**src/rtl/ring_seed_ctrl.sv**
```systemverilog
// ring_seed_ctrl: loads a duty-cycle pattern into a ring-counter clock divider
// through per-flop async preset/clear, then checks the ring's rotation every cycle.
// Ports:
//   clk, rst_n     clock, asynchronous active-low reset
//   en_i           enable ring operation (level)
//   seed_valid_i   new pattern offered on seed_i
//   seed_i         offered pattern
//   seed_ready_o   pattern accept qualifier (low while loading)
//   seed_rej_o     one-cycle pulse: offered pattern illegal, dropped
//   q_i            ring counter outputs fed back
//   pre_o, clr_o   per-flop async preset/clear to the ring, active-high
//   running_o      ring free-running and being checked
//   fault_o        sticky mismatch indication when auto-reload is off
//   err_cnt_o      saturating mismatch count
module ring_seed_ctrl #(
  parameter int unsigned       WIDTH        = 5,
  parameter logic [WIDTH-1:0]  DEFAULT_SEED = {1'b1, {(WIDTH-1){1'b0}}},
  parameter int unsigned       LOAD_CYCLES  = 2,
  parameter bit                AUTO_RELOAD  = 1'b1,
  parameter int unsigned       ERR_W        = 8
) (
  input  logic             clk,
  input  logic             rst_n,
  input  logic             en_i,
  input  logic             seed_valid_i,
  input  logic [WIDTH-1:0] seed_i,
  output logic             seed_ready_o,
  output logic             seed_rej_o,
  input  logic [WIDTH-1:0] q_i,
  output logic [WIDTH-1:0] pre_o,
  output logic [WIDTH-1:0] clr_o,
  output logic             running_o,
  output logic             fault_o,
  output logic [ERR_W-1:0] err_cnt_o
);

  localparam int unsigned      CNT_W    = 4;
  localparam logic [CNT_W-1:0] LAST_CNT = CNT_W'(LOAD_CYCLES - 1);

  typedef enum logic [1:0] {S_IDLE, S_LOAD, S_RUN, S_FAULT} state_t;

  state_t           state_q, state_d;
  logic [WIDTH-1:0] pat_q, pat_d;
  logic [WIDTH-1:0] exp_q, exp_d;
  logic [CNT_W-1:0] cnt_q, cnt_d;
  logic [ERR_W-1:0] err_q, err_d;
  logic [WIDTH-1:0] pre_q, pre_d;
  logic [WIDTH-1:0] clr_q, clr_d;
  logic             running_q, running_d;
  logic             fault_q, fault_d;
  logic             ready_q, ready_d;
  logic             rej_q, rej_d;

  logic seed_legal;
  logic accept;
  logic load_new;
  logic mismatch;

  // State and registered outputs
  always_ff @(posedge clk or negedge rst_n) begin
    if (!rst_n) begin
      state_q   <= S_IDLE;
      pat_q     <= DEFAULT_SEED;
      exp_q     <= '0;
      cnt_q     <= '0;
      err_q     <= '0;
      pre_q     <= '0;
      clr_q     <= '1;
      running_q <= 1'b0;
      fault_q   <= 1'b0;
      ready_q   <= 1'b0;
      rej_q     <= 1'b0;
    end else begin
      state_q   <= state_d;
      pat_q     <= pat_d;
      exp_q     <= exp_d;
      cnt_q     <= cnt_d;
      err_q     <= err_d;
      pre_q     <= pre_d;
      clr_q     <= clr_d;
      running_q <= running_d;
      fault_q   <= fault_d;
      ready_q   <= ready_d;
      rej_q     <= rej_d;
    end
  end

  // Next-state, pattern/check bookkeeping, and outputs derived from the next state
  always_comb begin
    state_d   = state_q;
    pat_d     = pat_q;
    exp_d     = exp_q;
    cnt_d     = '0;
    err_d     = err_q;
    pre_d     = '0;
    clr_d     = '0;
    running_d = 1'b0;
    fault_d   = 1'b0;
    ready_d   = 1'b1;
    rej_d     = 1'b0;

    // Legal iff popcount in 1..WIDTH-1, i.e. neither all-zero nor all-one
    seed_legal = (seed_i != '0) && (seed_i != '1);
    accept     = seed_valid_i && ready_q;
    load_new   = accept && seed_legal;
    mismatch   = (state_q == S_RUN) && (q_i != exp_q);

    if (accept && !seed_legal) rej_d = 1'b1;
    if (load_new)              pat_d = seed_i;
    if (mismatch && (err_q != '1)) err_d = err_q + ERR_W'(1);

    case (state_q)
      S_IDLE:  state_d = S_LOAD;
      S_LOAD: begin
        if (cnt_q == LAST_CNT) begin
          state_d = S_RUN;
          exp_d   = pat_q;
        end else begin
          cnt_d = cnt_q + CNT_W'(1);
        end
      end
      S_RUN: begin
        exp_d = {exp_q[0], exp_q[WIDTH-1:1]};
        // A new legal seed always reloads, even when the mismatch would fault
        if (load_new || (mismatch && AUTO_RELOAD)) state_d = S_LOAD;
        else if (mismatch)                         state_d = S_FAULT;
      end
      S_FAULT: if (load_new) state_d = S_LOAD;
      default: state_d = S_IDLE;
    endcase

    if (!en_i) begin
      state_d = S_IDLE;
      cnt_d   = '0;
    end

    case (state_d)
      S_LOAD: begin
        pre_d = pat_d;
        clr_d = ~pat_d;
      end
      S_RUN:   running_d = 1'b1;
      S_FAULT: begin
        clr_d   = '1;
        fault_d = 1'b1;
      end
      default: clr_d = '1;
    endcase
    ready_d = (state_d != S_LOAD);
  end

  assign seed_ready_o = ready_q;
  assign seed_rej_o   = rej_q;
  assign pre_o        = pre_q;
  assign clr_o        = clr_q;
  assign running_o    = running_q;
  assign fault_o      = fault_q;
  assign err_cnt_o    = err_q;

endmodule

```
**config.mk**
```make
export PLATFORM = sky130hd
export DESIGN_NAME = ring_seed_ctrl
export DESIGN_NICKNAME = d
export VERILOG_FILES = /design/src/rtl/ring_seed_ctrl.sv
export SDC_FILE = /design/constraint.sdc
export NUM_CORES = 1
export LEC_CHECK = 0
export ABC_AREA = 1
export BUFFER_PORTS_ARGS = -buffer_cell sky130_fd_sc_hd__buf_2
export CAP_MARGIN = 20
export CORE_ASPECT_RATIO = 0.9
export CORE_MARGIN = 1
export CORE_UTILIZATION = 40
export CTS_BUF_LIST = sky130_fd_sc_hd__clkbuf_4
export DETAILED_ROUTE_END_ITERATION = 16
export GPL_TIMING_DRIVEN = 0
export SLEW_MARGIN = 20
export SYNTH_ARGS = -nofsm -noshare
export SYNTH_HDL_FRONTEND = slang
export SYNTH_SLANG_ARGS = --single-unit
```
**constraint.sdc**
```tcl
create_clock -name clk -period 1.87 [get_ports clk]
set_input_delay 0.0935 -clock clk [delete_from_list [all_inputs] [get_ports clk]]
set_output_delay 0.0935 -clock clk [all_outputs]
set_load 0.005 [all_outputs]
```
==> impl_metrics.env <==
export IMPL_dr_pass1_iters=4
export IMPL_rr_startpoint="err_cnt_o[0]$_DFFE_PN0P_"
export IMPL_hold_path_class="input pin to flop"
export IMPL_slew_viol_final=0
export IMPL_p_comb_frac=0.235
export IMPL_synthMostInstantiatedCell="nand2_1"
export IMPL_max_slew_margin_rel=0.446
export IMPL_worstReg2RegEnd="err_cnt_o[2]$_DFFE_PN0P_"
export IMPL_seqPwrFrac=0.546
export IMPL_pre_cts_slack_ns=0.322
export IMPL_rsz0062_at_grt="false"
export IMPL_whs_path_depth=3
export IMPL_cts_sinks=38
export IMPL_insertion_delay_ns=0.35
export IMPL_cpPeakStageDelay_ns=0.42
export IMPL_synth_edf_count=0
export IMPL_outcome="complete, no violations"
export IMPL_cts_tree="done"
export IMPL_switching_power_uw=636
export IMPL_dp_hpwl_um=2350
export IMPL_setup_viol=0
export IMPL_p_per_area_nw_per_um2=920
export IMPL_core_um2=4210
export IMPL_min_period_ns=1.58
export IMPL_clock_skew_ns=0.0140
export IMPL_crit_type="flop to flop"
export IMPL_worstPathRequired_ns=2.10
export IMPL_post_cts_buffers=0
export IMPL_fmax_ghz=0.632
export IMPL_irDropWorstVdd_mv=0.510
export IMPL_die_h_um=65.7
export IMPL_avgViaCountPerCell=4.44
export IMPL_grt_pass1_wl_um=5690
export IMPL_cpMostUsedCell="nand3_1"
export IMPL_synth_area_leaders="dfrtp_1 (44%), nand2_1 (10%), dfstp_2 (8.7%)"
export IMPL_worstPathArrival_ns=1.82
export IMPL_p_int_uw=1320
export IMPL_grt_use_total=0.162
export IMPL_area_growth_synth_to_final_pct=18.0
export IMPL_postSynthCellCount=206
export IMPL_total_power_uw=1960
export IMPL_start_util=0.429
export IMPL_r2r_cells=8
export IMPL_synthDistinctLibCells=27
export IMPL_grt_pass1_vias=1295
export IMPL_ys_seq_area_frac=0.531
export IMPL_vias=1380
export IMPL_clockBufferDepth=2
export IMPL_dieWidth_um=72.8
export IMPL_synth_area_um2=1810
export IMPL_post_drt_wl_per_cell_um=10.5
export IMPL_drt_total_wl_um=3260
export IMPL_synth_top_area_frac=0.444
export IMPL_portBuffers=35
export IMPL_ys_warnings_count=0
export IMPL_period_share=0.846
export IMPL_final_hold_viol_count=0
export IMPL_layout_setup_ws_ns=0.287
export IMPL_synth_avg_cell_area_um2=8.76
export IMPL_tightest_slew_ns=0.832
export IMPL_overflow=0
export IMPL_ys_ff_latch=38
export IMPL_drc=0
export IMPL_cts_max_level=2
export IMPL_yosys_area_top_type="dfrtp_1"
export IMPL_crit_fanout=9
export IMPL_ff2ff_setup_slack_ns=0.29
export IMPL_switching_share=0.325
export IMPL_antenna_found_initial=0
export IMPL_drive_gt1_frac=0.259
export IMPL_cts_made_buffers=5
export IMPL_start_kind="flop"
export IMPL_pwr_share_clk=0.218
export IMPL_clkTransAtPathRegs_ns=0.12
export IMPL_ios=36
export IMPL_root_buffer="clkbuf_4"
export IMPL_synth_common_cells="nand2_1 (49), dfrtp_1 (32), inv_1 (31)"
export IMPL_worstSetupStartpoint="err_cnt_o[0]$_DFFE_PN0P_"
export IMPL_endpoint_kind="flop"
export IMPL_nets=267
export IMPL_whs_endpoint="pat_q[2]$_DFF_PN0_"
export IMPL_dieArea_um2=4790
export IMPL_worstHoldStart="seed_i[2]"
export IMPL_drt_iter0_drc=57
export IMPL_cap_violations=0
export IMPL_routabilityCongestion=0.747
export IMPL_antenna_cells=0
export IMPL_synth_async_reset_ratio=1.00
export IMPL_holdWs_ns=0.0652
export IMPL_cp_cell_sequence="ha_1 -> inv_1 -> nor4_4 -> nand3_1 -> nand2_2 -> inv_2 -> nand3_1 -> nand2_1"
export IMPL_syn_num_nets=223
export IMPL_grt_max_degree=39
export IMPL_crit_path_top_delay_cell="dfrtp_1"
export IMPL_drt_antenna_violating_nets=0
export IMPL_tns_ns=0
export IMPL_ys_flop_type="dfrtp_1"
export IMPL_p_leak_uw=0.00112
export IMPL_rows=22
timing repair:
item / 4_1_cts / 5_1_grt
hold endpoints to repair: 33 / 0
hold buffers: 2 / 0
gates resized for setup: 0 / 0
setup endpoints to repair: 0 / 0
sequential cells by signal, indices dropped and copies added (netlist names):
signal,cells
fault_o,1
pre_o,5
state_q,2
err_cnt_o,8
exp_q,5
clr_o,5
seed_rej_o,1
cnt_q,4
seed_ready_o,1
running_o,1
pat_q,5
how the worst max path moves through the flow:
stage | slack (ns) | to | cells after the start
finish | 0.29 | err_cnt_o[2]$_DFFE_PN0P_ | 8
global route | 0.1 | err_cnt_o[6]$_DFFE_PN0P_ | 9
CTS | 0.28 | pre_o[4]$_DFF_PN0_ | 8
detailed placement | 0.32 | err_cnt_o[6]$_DFFE_PN0P_ | 8
global placement | 0.33 | err_cnt_o[2]$_DFFE_PN0P_ | 8
floorplan | 0.44 | err_cnt_o[2]$_DFFE_PN0P_ | 8
power groups by stage:
stage | combinational (uW) | sequential [uW] | clock (uW)
after global placement | 461 | 1080 | 0
after CTS | 472 | 1070 | 443
final | 461 | 1070 | 428
after global routing | 540 | 1090 | 479
after floorplan | 298 | 1080 | 0
after detailed placement | 466 | 1090 | 0
stage by stage:
step                      area, um^2  cells   util
after floorplan                 1810    206      -
after global placement          2060    301  0.488
after detailed placement        2060    301  0.488
after CTS                       2130    311  0.506
after global routing            2130    311  0.506
final                           2130    311  0.506
cell type report:
| cell class | count | area, um^2 |
|---|---|---|
| Fill cell | 422 | 2080 |
| Sequential cell | 38 | 958 |
| Multi-Input combinational cell | 132 | 711 |
| Timing Repair Buffer | 37 | 195 |
| Inverter | 35 | 131 |
| Tap cell | 60 | 75.1 |
| Clock buffer | 6 | 45.0 |
| Clock inverter | 2 | 10.0 |
| Buffer | 1 | 5.00 |
cells by family (layout without fill, tap and decap cells):
family / count (synthesis) / after routing / synth area share
simple gates: 99 / 99 / 0.256
flops: 38 / 38 / 0.531
buf+inv: 36 / 81 / 0.0755
compound gates: 23 / 23 / 0.0832
xor+xnor: 7 / 7 / 0.0340
fa+ha+maj: 3 / 3 / 0.0208
per-layer routing:
metal / track usage / vias up / share of wire
li1: - / 728 / -
met1: 0.222 / 620 / 0.54
met2: 0.239 / 24 / 0.40
met3: 0.0368 / 8 / 0.033
met4: 0.0809 / 0 / 0.020
met5: 0 / - / 0
cells in the final DEF (no fill, tap or decap), types with 3 or more instances in the layout:
cell | Yosys | routed
buf_2 | 1 | 36
nand2_1 | 49 | 49
xnor2_1 | 4 | 4
nand3_1 | 12 | 12
clkbuf_4 | 0 | 6
xor2_1 | 3 | 3
o21ai_0 | 10 | 10
o211ai_1 | 5 | 5
or2_1 | 3 | 3
dfstp_2 | 6 | 6
inv_1 | 31 | 31
inv_2 | 4 | 4
dfrtp_1 | 32 | 32
o21ai_1 | 3 | 3
nor2_1 | 22 | 22
nand2_2 | 4 | 4
ha_1 | 3 | 3
critical path: cells and delay by family, from the launching register on:
| family | cells | cell delay (ns) |
|---|---|---|
| buf+inv | 2 | 0.19 |
| simple gates | 5 | 0.67 |
| fa+ha+maj | 1 | 0.19 |
| flops | 1 | 0.42 |
Power figures use the tool's default switching activity.
